<file path="config.mk">
export PLATFORM = sky130hd
export DESIGN_NAME = add_sub_acc
export DESIGN_NICKNAME = d
export VERILOG_FILES = /design/src/rtl/add_sub_acc_pkg.sv /design/src/rtl/add_sub_acc_add_sub.sv /design/src/rtl/add_sub_acc.sv
export SDC_FILE = /design/constraint.sdc
export NUM_CORES = 1
export LEC_CHECK = 0
export ABC_AREA = 1
export BUFFER_PORTS_ARGS = -buffer_cell sky130_fd_sc_hd__buf_2
export CORE_MARGIN = 5
export CORE_UTILIZATION = 50
export DETAILED_ROUTE_END_ITERATION = 6
export PLACE_DENSITY_LB_ADDON = 0.1
export SLEW_MARGIN = 15
export SYNTH_ARGS = -nofsm -noshare
export SYNTH_HDL_FRONTEND = slang
export SYNTH_SLANG_ARGS = --single-unit
export TNS_END_PERCENT = 5
</file>
<file path="constraint.sdc">
create_clock -name clk -period 2.5 [get_ports clk]
set_input_delay 0.25 -clock clk [delete_from_list [all_inputs] [get_ports clk]]
set_output_delay 0.25 -clock clk [all_outputs]
set_load 0.03 [all_outputs]
</file>
<file path="src/rtl/add_sub_acc_pkg.sv">
// Shared definitions for the add_sub_acc accumulator slice:
// FSM state encoding, operation select codes and default widths.
package add_sub_acc_pkg;

    localparam int DEF_WIDTH = 4;
    localparam int DEF_CNT_W = 4;

    localparam logic OP_ADD = 1'b0;
    localparam logic OP_SUB = 1'b1;

    typedef enum logic [1:0] {
        IDLE  = 2'd0,
        ACCUM = 2'd1,
        DONE  = 2'd2
    } state_t;

endpackage

</file>
<file path="src/rtl/add_sub_acc_add_sub.sv">
// Combinational add/subtract datapath. Subtract is A + ~B + 1, so cout=1 on
// subtract means no borrow (A >= B unsigned).
module add_sub
    import add_sub_acc_pkg::*;
#(
    parameter int WIDTH = DEF_WIDTH
) (
    input  logic [WIDTH-1:0] a,
    input  logic [WIDTH-1:0] b,
    input  logic             sel,
    output logic [WIDTH-1:0] sum,
    output logic             cout
);

    logic [WIDTH-1:0] b_eff;

    always_comb begin
        b_eff       = (sel == OP_SUB) ? ~b : b;
        {cout, sum} = {1'b0, a} + {1'b0, b_eff} + {{WIDTH{1'b0}}, sel};
    end

endmodule

</file>
<file path="src/rtl/add_sub_acc.sv">
// Accumulator register stage around add_sub: folds a handshaked operand stream
// into an accumulator and presents the batch result on a valid/ready port.
module add_sub_acc
    import add_sub_acc_pkg::*;
#(
    parameter int WIDTH = DEF_WIDTH,
    parameter int CNT_W = DEF_CNT_W
) (
    input  logic             clk,
    input  logic             rst,
    input  logic             clr,
    input  logic             in_valid,
    output logic             in_ready,
    input  logic [WIDTH-1:0] in_data,
    input  logic             in_sel,
    input  logic             in_last,
    output logic             out_valid,
    input  logic             out_ready,
    output logic [WIDTH-1:0] out_data,
    output logic             out_carry,
    output logic             out_ovf,
    output logic             out_zero,
    output logic [CNT_W-1:0] out_count
);

    state_t           state_q, state_d;
    logic [WIDTH-1:0] acc_q, acc_d;
    logic [CNT_W-1:0] count_q, count_d;
    logic             ovf_sticky_q, ovf_sticky_d;
    logic             out_valid_q, out_valid_d;
    logic [WIDTH-1:0] out_data_q, out_data_d;
    logic             out_carry_q, out_carry_d;
    logic             out_ovf_q, out_ovf_d;
    logic             out_zero_q, out_zero_d;
    logic [CNT_W-1:0] out_count_q, out_count_d;

    logic [WIDTH-1:0] sum;
    logic             cout;
    logic             accept;
    logic             ovf;
    logic [CNT_W-1:0] count_inc;

    add_sub #(.WIDTH(WIDTH)) u_add_sub (
        .a    (acc_q),
        .b    (in_data),
        .sel  (in_sel),
        .sum  (sum),
        .cout (cout)
    );

    assign in_ready = (state_q != DONE) && !clr;
    assign accept   = in_valid && in_ready;

    always_comb begin
        state_d      = state_q;
        acc_d        = acc_q;
        count_d      = count_q;
        ovf_sticky_d = ovf_sticky_q;
        out_valid_d  = out_valid_q;
        out_data_d   = out_data_q;
        out_carry_d  = out_carry_q;
        out_ovf_d    = out_ovf_q;
        out_zero_d   = out_zero_q;
        out_count_d  = out_count_q;

        // Signed overflow judged on the MSBs of acc, operand and sum
        if (in_sel == OP_SUB)
            ovf = (acc_q[WIDTH-1] != in_data[WIDTH-1]) && (sum[WIDTH-1] != acc_q[WIDTH-1]);
        else
            ovf = (acc_q[WIDTH-1] == in_data[WIDTH-1]) && (sum[WIDTH-1] != acc_q[WIDTH-1]);

        count_inc = (count_q == {CNT_W{1'b1}}) ? count_q
                                               : count_q + {{(CNT_W-1){1'b0}}, 1'b1};

        case (state_q)
            IDLE, ACCUM: begin
                if (clr) begin
                    state_d      = IDLE;
                    acc_d        = '0;
                    count_d      = '0;
                    ovf_sticky_d = 1'b0;
                end else if (accept) begin
                    acc_d        = sum;
                    count_d      = count_inc;
                    ovf_sticky_d = ovf_sticky_q | ovf;
                    if (in_last) begin
                        state_d     = DONE;
                        out_valid_d = 1'b1;
                        out_data_d  = sum;
                        out_carry_d = cout;
                        out_ovf_d   = ovf_sticky_q | ovf;
                        out_zero_d  = (sum == '0);
                        out_count_d = count_inc;
                    end else begin
                        state_d = ACCUM;
                    end
                end
            end
            DONE: begin
                // Result fields keep their last values after the handoff
                if (out_valid_q && out_ready) begin
                    state_d      = IDLE;
                    out_valid_d  = 1'b0;
                    acc_d        = '0;
                    count_d      = '0;
                    ovf_sticky_d = 1'b0;
                end
            end
            default: state_d = IDLE;
        endcase
    end

    always_ff @(posedge clk) begin
        if (rst) begin
            state_q      <= IDLE;
            acc_q        <= '0;
            count_q      <= '0;
            ovf_sticky_q <= 1'b0;
            out_valid_q  <= 1'b0;
            out_data_q   <= '0;
            out_carry_q  <= 1'b0;
            out_ovf_q    <= 1'b0;
            out_zero_q   <= 1'b0;
            out_count_q  <= '0;
        end else begin
            state_q      <= state_d;
            acc_q        <= acc_d;
            count_q      <= count_d;
            ovf_sticky_q <= ovf_sticky_d;
            out_valid_q  <= out_valid_d;
            out_data_q   <= out_data_d;
            out_carry_q  <= out_carry_d;
            out_ovf_q    <= out_ovf_d;
            out_zero_q   <= out_zero_d;
            out_count_q  <= out_count_d;
        end
    end

    assign out_valid = out_valid_q;
    assign out_data  = out_data_q;
    assign out_carry = out_carry_q;
    assign out_ovf   = out_ovf_q;
    assign out_zero  = out_zero_q;
    assign out_count = out_count_q;

endmodule

</file>
# After elaboration in Yosys (flattened, before gate mapping)
# Index checks and enable logic that the tools add are counted.
# W data, S select, Z words.
# classes
addsub,3
n_eq_ne,12
mux,23
bitwise_logic,3
n_reduce_logical,14
# op_table
op,count
$mux W4,7
$pmux W4 S2,2
$ne A2 B2 Y1 const B,5
$mux W2,4
$mux W1,7
$add A4 B4 Y5,1
$add A5 B1 Y5,1
$logic_and A1 B1 Y1,5
$reduce_and A5 Y1,1
$add A4 B1 Y4 const B,1
$eq A4 B4 Y1 const B,1
$logic_not A4 Y1,1
$not A4 Y4,1
$pmux W1 S2,2
$pmux W2 S2,1
$reduce_and A4 Y1,1
$ne A3 B3 Y1 const B,1
$reduce_and A3 Y1,1
$eq A2 B1 Y1 const B,1
$eq A2 B2 Y1 const B,1
$logic_not A2 Y1,1
$ne A1 B1 Y1,2
$reduce_and A2 Y1,1
$reduce_bool A2 Y1,1
5 further kinds,5
# totals
register_bits,23
in_bits,11
out_inout_bits,13
wordCells,65

# Longest topological paths before layout
# depth
ltp_word,11
depth_mapped,11

# Cells and area by module
# A second synthesis with hierarchy kept.
# hier_totals
cells_unflattened,177
hier_area_um2,1223.7
# modules_own_cells
module,n_inst,cells_per_inst,area_per_inst_um2,seq_area_each_um2
add_sub_acc,1,153,1053.5,460.4
add_sub,1,24,170.2,0.0

# Worst setup path before layout
# Ideal clock, no wire load.
# synth_timing
kind,input to register
from,in in_sel
to,"reg out_ovf_q, in the netlist out_ovf"
setup_time_ns,0.119
arrival_ns,1.352
path_slack_ns,1.029
path_stages,8
cell_sequence,xor2_1 > ha_1 > a21oi_1 > nand3_1 > nand3_1 > nand3_2 > nor2_2 > nor2_2
# synth_via
elab_chain_len,7
elab_cells_between_ends,8
# synth_rtl
element,line,source
"start, declared",add_sub_acc.sv:15,"input logic in_sel,"
$mux W4,add_sub_acc_add_sub.sv:18,b_eff = (sel == OP_SUB) ? ~b : b;
$add A4 B4 Y5,add_sub_acc_add_sub.sv:19,"{cout, sum} = {1'b0, a} + {1'b0, b_eff} + {{WIDTH{1'b0}}, sel};"
$add A5 B1 Y5,add_sub_acc_add_sub.sv:19,
$ne A1 B1 Y1,"add_sub_acc.sv:68, add_sub_acc.sv:70",
"$logic_and A1 B1 Y1, on equally long branches","add_sub_acc.sv:70, add_sub_acc.sv:68",
$mux W1 *,add_sub_acc.sv:67,if (in_sel == OP_SUB)
$or A1 B1 Y1 *,add_sub_acc.sv:91,out_ovf_d = ovf_sticky_q | ovf;
"end signal, assigned",add_sub_acc.sv:133,out_ovf_q <= out_ovf_d;
"end, declared",add_sub_acc.sv:33,"logic out_ovf_q, out_ovf_d;"
# Mark *: on every way between the ends. The rest lies on a longest branch, timed or not.
# A chain may end at the register's enable or synchronous reset.

# Worst setup path after layout
# layout_timing
from,reg acc_q[0]
to,"reg out_zero_q, in the netlist out_zero"
# layout_via
elab_chain_len,3
# layout_rtl
element,line,source
"start, declared",add_sub_acc.sv:27,"logic [WIDTH-1:0] acc_q, acc_d;"
"start signal, assigned",add_sub_acc.sv:116,acc_q <= '0;
"start signal, assigned",add_sub_acc.sv:127,acc_q <= acc_d;
$add A4 B4 Y5,add_sub_acc_add_sub.sv:19,
$add A5 B1 Y5,add_sub_acc_add_sub.sv:19,
$logic_not A4 Y1,add_sub_acc.sv:92,out_zero_d = (sum == '0);
"end signal, assigned",add_sub_acc.sv:134,out_zero_q <= out_zero_d;
"end, declared",add_sub_acc.sv:34,"logic out_zero_q, out_zero_d;"
# Every way passes these cells.

==> flow_summary.json <==
{
  "outcome": "completed",
  "die_x_um": 58.0,
  "p_int_mw": 0.494,
  "skew_ns": 0.00539,
  "drc": 0,
  "netlist_instances": 154,
  "gr-total-overflow": 0,
  "crit_type": "reg2reg",
  "synth_xor_area_share_pct": 5.98,
  "grt_usage_pct": 16.5,
  "fin_crit_sh_pct": 60.8,
  "timing.rr.start": "acc_q[0]",
  "p_clk_share_pct": 24.4,
  "slew_headroom_pct": 67.8,
  "rsz0062_at_grt": "no",
  "cp_max_fo": 3,
  "maxSlewViolCount": 0,
  "root_buffer": "clkbuf_4",
  "viasPerCell": 5.08,
  "drive_gt1_share_pct": 20.8,
  "switching_share_pct": 31.8,
  "drt_iter0_drc": 36,
  "seq_power_share_pct": 54.2,
  "hold_viol": 0,
  "rr_endpoint": "out_zero",
  "synth.area.mux_share_pct": 0,
  "max_freq_mhz": 658,
  "dr.max_layer_used": "met4",
  "start_kind": "flop",
  "num_rows": 17,
  "tightest_slew_ns": 0.483,
  "hold_ws_ns": 0.214,
  "syn2layout_area_growth_pct": 14.0,
  "dieArea_mm2": 0.00336,
  "cts_tree": "built",
  "fp.dieH_um": 58.0,
  "synth_nets": 170,
  "cts-resized-gates": 0,
  "path_common_cell": "nand2_1",
  "cts.sinks": 23,
  "wirelength_um": 2480,
  "tns_ns": 0,
  "start_util_pct": 52.0,
  "wl_met3_um": 151,
  "finalCriticalPeriod_ns": 1.52,
  "stdcell_count": 206,
  "cts_htree_levels": 1,
  "diodes": 0,
  "synthSimpleGateAreaFrac_pct": 27.3,
  "drt_pass1_iterations": 4,
  "min_delay_path_depth": 4,
  "synth_compound_area_share_pct": 13.9,
  "hpwlAfterDp_um": 1820,
  "antenna_found_initial": 0,
  "seq_area_frac_synth_pct": 40.0,
  "hp-class": "in2reg",
  "synth.avg_cell_area_um2": 7.47,
  "arrival_ns": 1.78,
  "wire_per_inst_um": 12.0,
  "wl_met1_um": 1140,
  "nets": 195,
  "ys_ff_latch": 23,
  "synth_fa_ha_area_share_pct": 6.09,
  "peakVddDrop_uv": 365,
  "io_buffer_count": 23,
  "power_frac_comb_pct": 21.3,
  "hold_start": "in_last",
  "clockBufferDepth": 2,
  "finalSetupViolCount": 0,
  "grt_max_degree": 18,
  "r2r_cells": 7,
  "met2_length_um": 1140,
  "min_to": "state_q[0]",
  "cts-buffers-inserted": 3,
  "power_switching_mw": 0.230,
  "synth_ff_type": "dfxtp_1",
  "synth_top_family_by_area": "simple AND/OR/NAND/NOR gates",
  "ios": 24,
  "ys_warn_count": 0,
  "gp_routability_congestion": 0.802,
  "clk_pin_slew_ns": 0.13,
  "crit_path_top_delay_cell": "fa_1",
  "crit_path_cell_trace": "nand2_1 -> nand2_2 -> fa_1 -> xor2_1 -> nor3_1 -> nand2_1 -> a21oi_1",
  "worst_path_largest_cell_delay_ns": 0.41,
  "dp.cells": 202,
  "synth_edf_count": 0,
  "synth_cell_types": 26,
  "clk_latency_ns": 0.32,
  "core_region_area_mm2": 0.00221,
  "cp.required_ns": 2.75,
  "p_leak_nw": 0.659,
  "r2r_setup_slack_ns": 0.98,
  "cts_setup_buffers": 0,
  "grt_pass1_wl_um": 4350,
  "power_density_mw_per_mm2": 552,
  "maxCapViolCount": 0,
  "antenna_left": 0,
  "postCtsHoldBufs": 0,
  "synth_area_mm2": 0.00115,
  "async_flop_share_pct": 0,
  "end_kind": "flop",
  "grt_pass1_vias": 1046,
  "vias": 1046
}
[cell usage after synthesis (3+ instances only)]
cell	n	area share [%]
a21oi_1	13	5.7
a31oi_1	3	1.6
dfxtp_1	23	40
ha_1	4	4.4
inv_1	15	4.9
nand2_1	37	12
nand2_2	3	1.6
nand3_1	10	4.4
nor2_1	13	4.2
nor2_2	3	1.6
o21ai_0	10	4.4
xor2_1	6	4.6
[cell type report]
cell class | instances | area (um2)
fill | 217 | 901
multi-input combinational | 112 | 613
sequential | 23 | 460
timing repair buffer | 23 | 115
inverter | 16 | 60.1
tap | 28 | 35.0
clock buffer | 3 | 22.5
clock inverter | 1 | 5.00
[worst max path at each step]
stage	slack, ns	from	to
after floorplan	1.03	in_sel	out_ovf
after global placement	0.82	in_sel	out_ovf
after detailed placement	0.78	in_sel	out_ovf
after CTS	0.97	acc_q[0]	out_zero
after global routing	0.82	acc_q[0]	out_zero
final	0.98	acc_q[0]	out_zero
[sequential cells by signal, summed over array words and instances (netlist names)]
register and cells:
ovf_sticky_q 1, out_data 4, count_q 4, out_zero 1, acc_q 4, out_count 4, out_carry 1, state_q 2
out_valid 1, out_ovf 1
[cells by family (layout without fill, tap and decap cells)]
group                    Yosys count  count (layout)
AND/OR/NAND/NOR                   71              71
XOR/XNOR                           7               7
adder cells (fa/ha/maj)            5               5
buffers and inverters             19              43
AO/OA/AOI/OAI                     29              29
flip-flops                        23              23
[cells in the final DEF (no fill, tap or decap), drive strengths merged]
| cell type | count |
|---|---|
| clkbuf | 3 |
| fa | 1 |
| ha | 4 |
| dfxtp | 23 |
| nor2 | 17 |
| inv | 15 |
| o21ai | 11 |
| xor2 | 7 |
| a21oi | 13 |
| nand2 | 40 |
| nor3 | 1 |
| o211a | 1 |
| and2 | 1 |
| nand3 | 11 |
| buf | 23 |
| or2 | 1 |
| o211ai | 1 |
| clkinv | 2 |
| a31oi | 3 |
[per-stage QoR]
| stage | power, mW | cell area, um2 | setup WS, ns | utilization, % |
|---|---|---|---|---|
| 4_1_cts | 0.733 | 1310 | 0.973 | 59.3 |
| 5_1_grt | 0.770 | 1310 | 0.818 | 59.3 |
| 6_report | 0.724 | 1310 | 0.979 | 59.3 |
| 3_3_place_gp | 0.553 | 1280 | 0.816 | 58.0 |
| 3_5_place_dp | 0.555 | 1280 | 0.779 | 58.0 |
| 2_1_floorplan | 0.513 | 1150 | 1.03 | - |
[power groups by stage]
| stage | clock network [mW] | logic, mW | registers, mW |
|---|---|---|---|
| 6_report | 0.177 | 0.155 | 0.393 |
| 5_1_grt | 0.200 | 0.176 | 0.395 |
| 4_1_cts | 0.184 | 0.156 | 0.393 |
| 3_5_place_dp | 0 | 0.154 | 0.401 |
| 3_3_place_gp | 0 | 0.153 | 0.400 |
| 2_1_floorplan | 0 | 0.0944 | 0.419 |
[critical path, delay by kind of cell (launching register included)]
family | cells | cell delay (ns)
AOI/OAI and AO/OA | 1 | 0.13
xor gates and xnor gates | 1 | 0.19
adders and majority gates | 1 | 0.41
DFF | 1 | 0.35
and+or+nand+nor | 4 | 0.38
[metal layers]
layer / track usage, % / up-vias
met5: 0 / -
met4: 7.28 / 0
met3: 3.56 / 7
met2: 27.3 / 30
met1: 20.4 / 467
li1: - / 542
No activity file was read; power rests on OpenSTA's default activity.
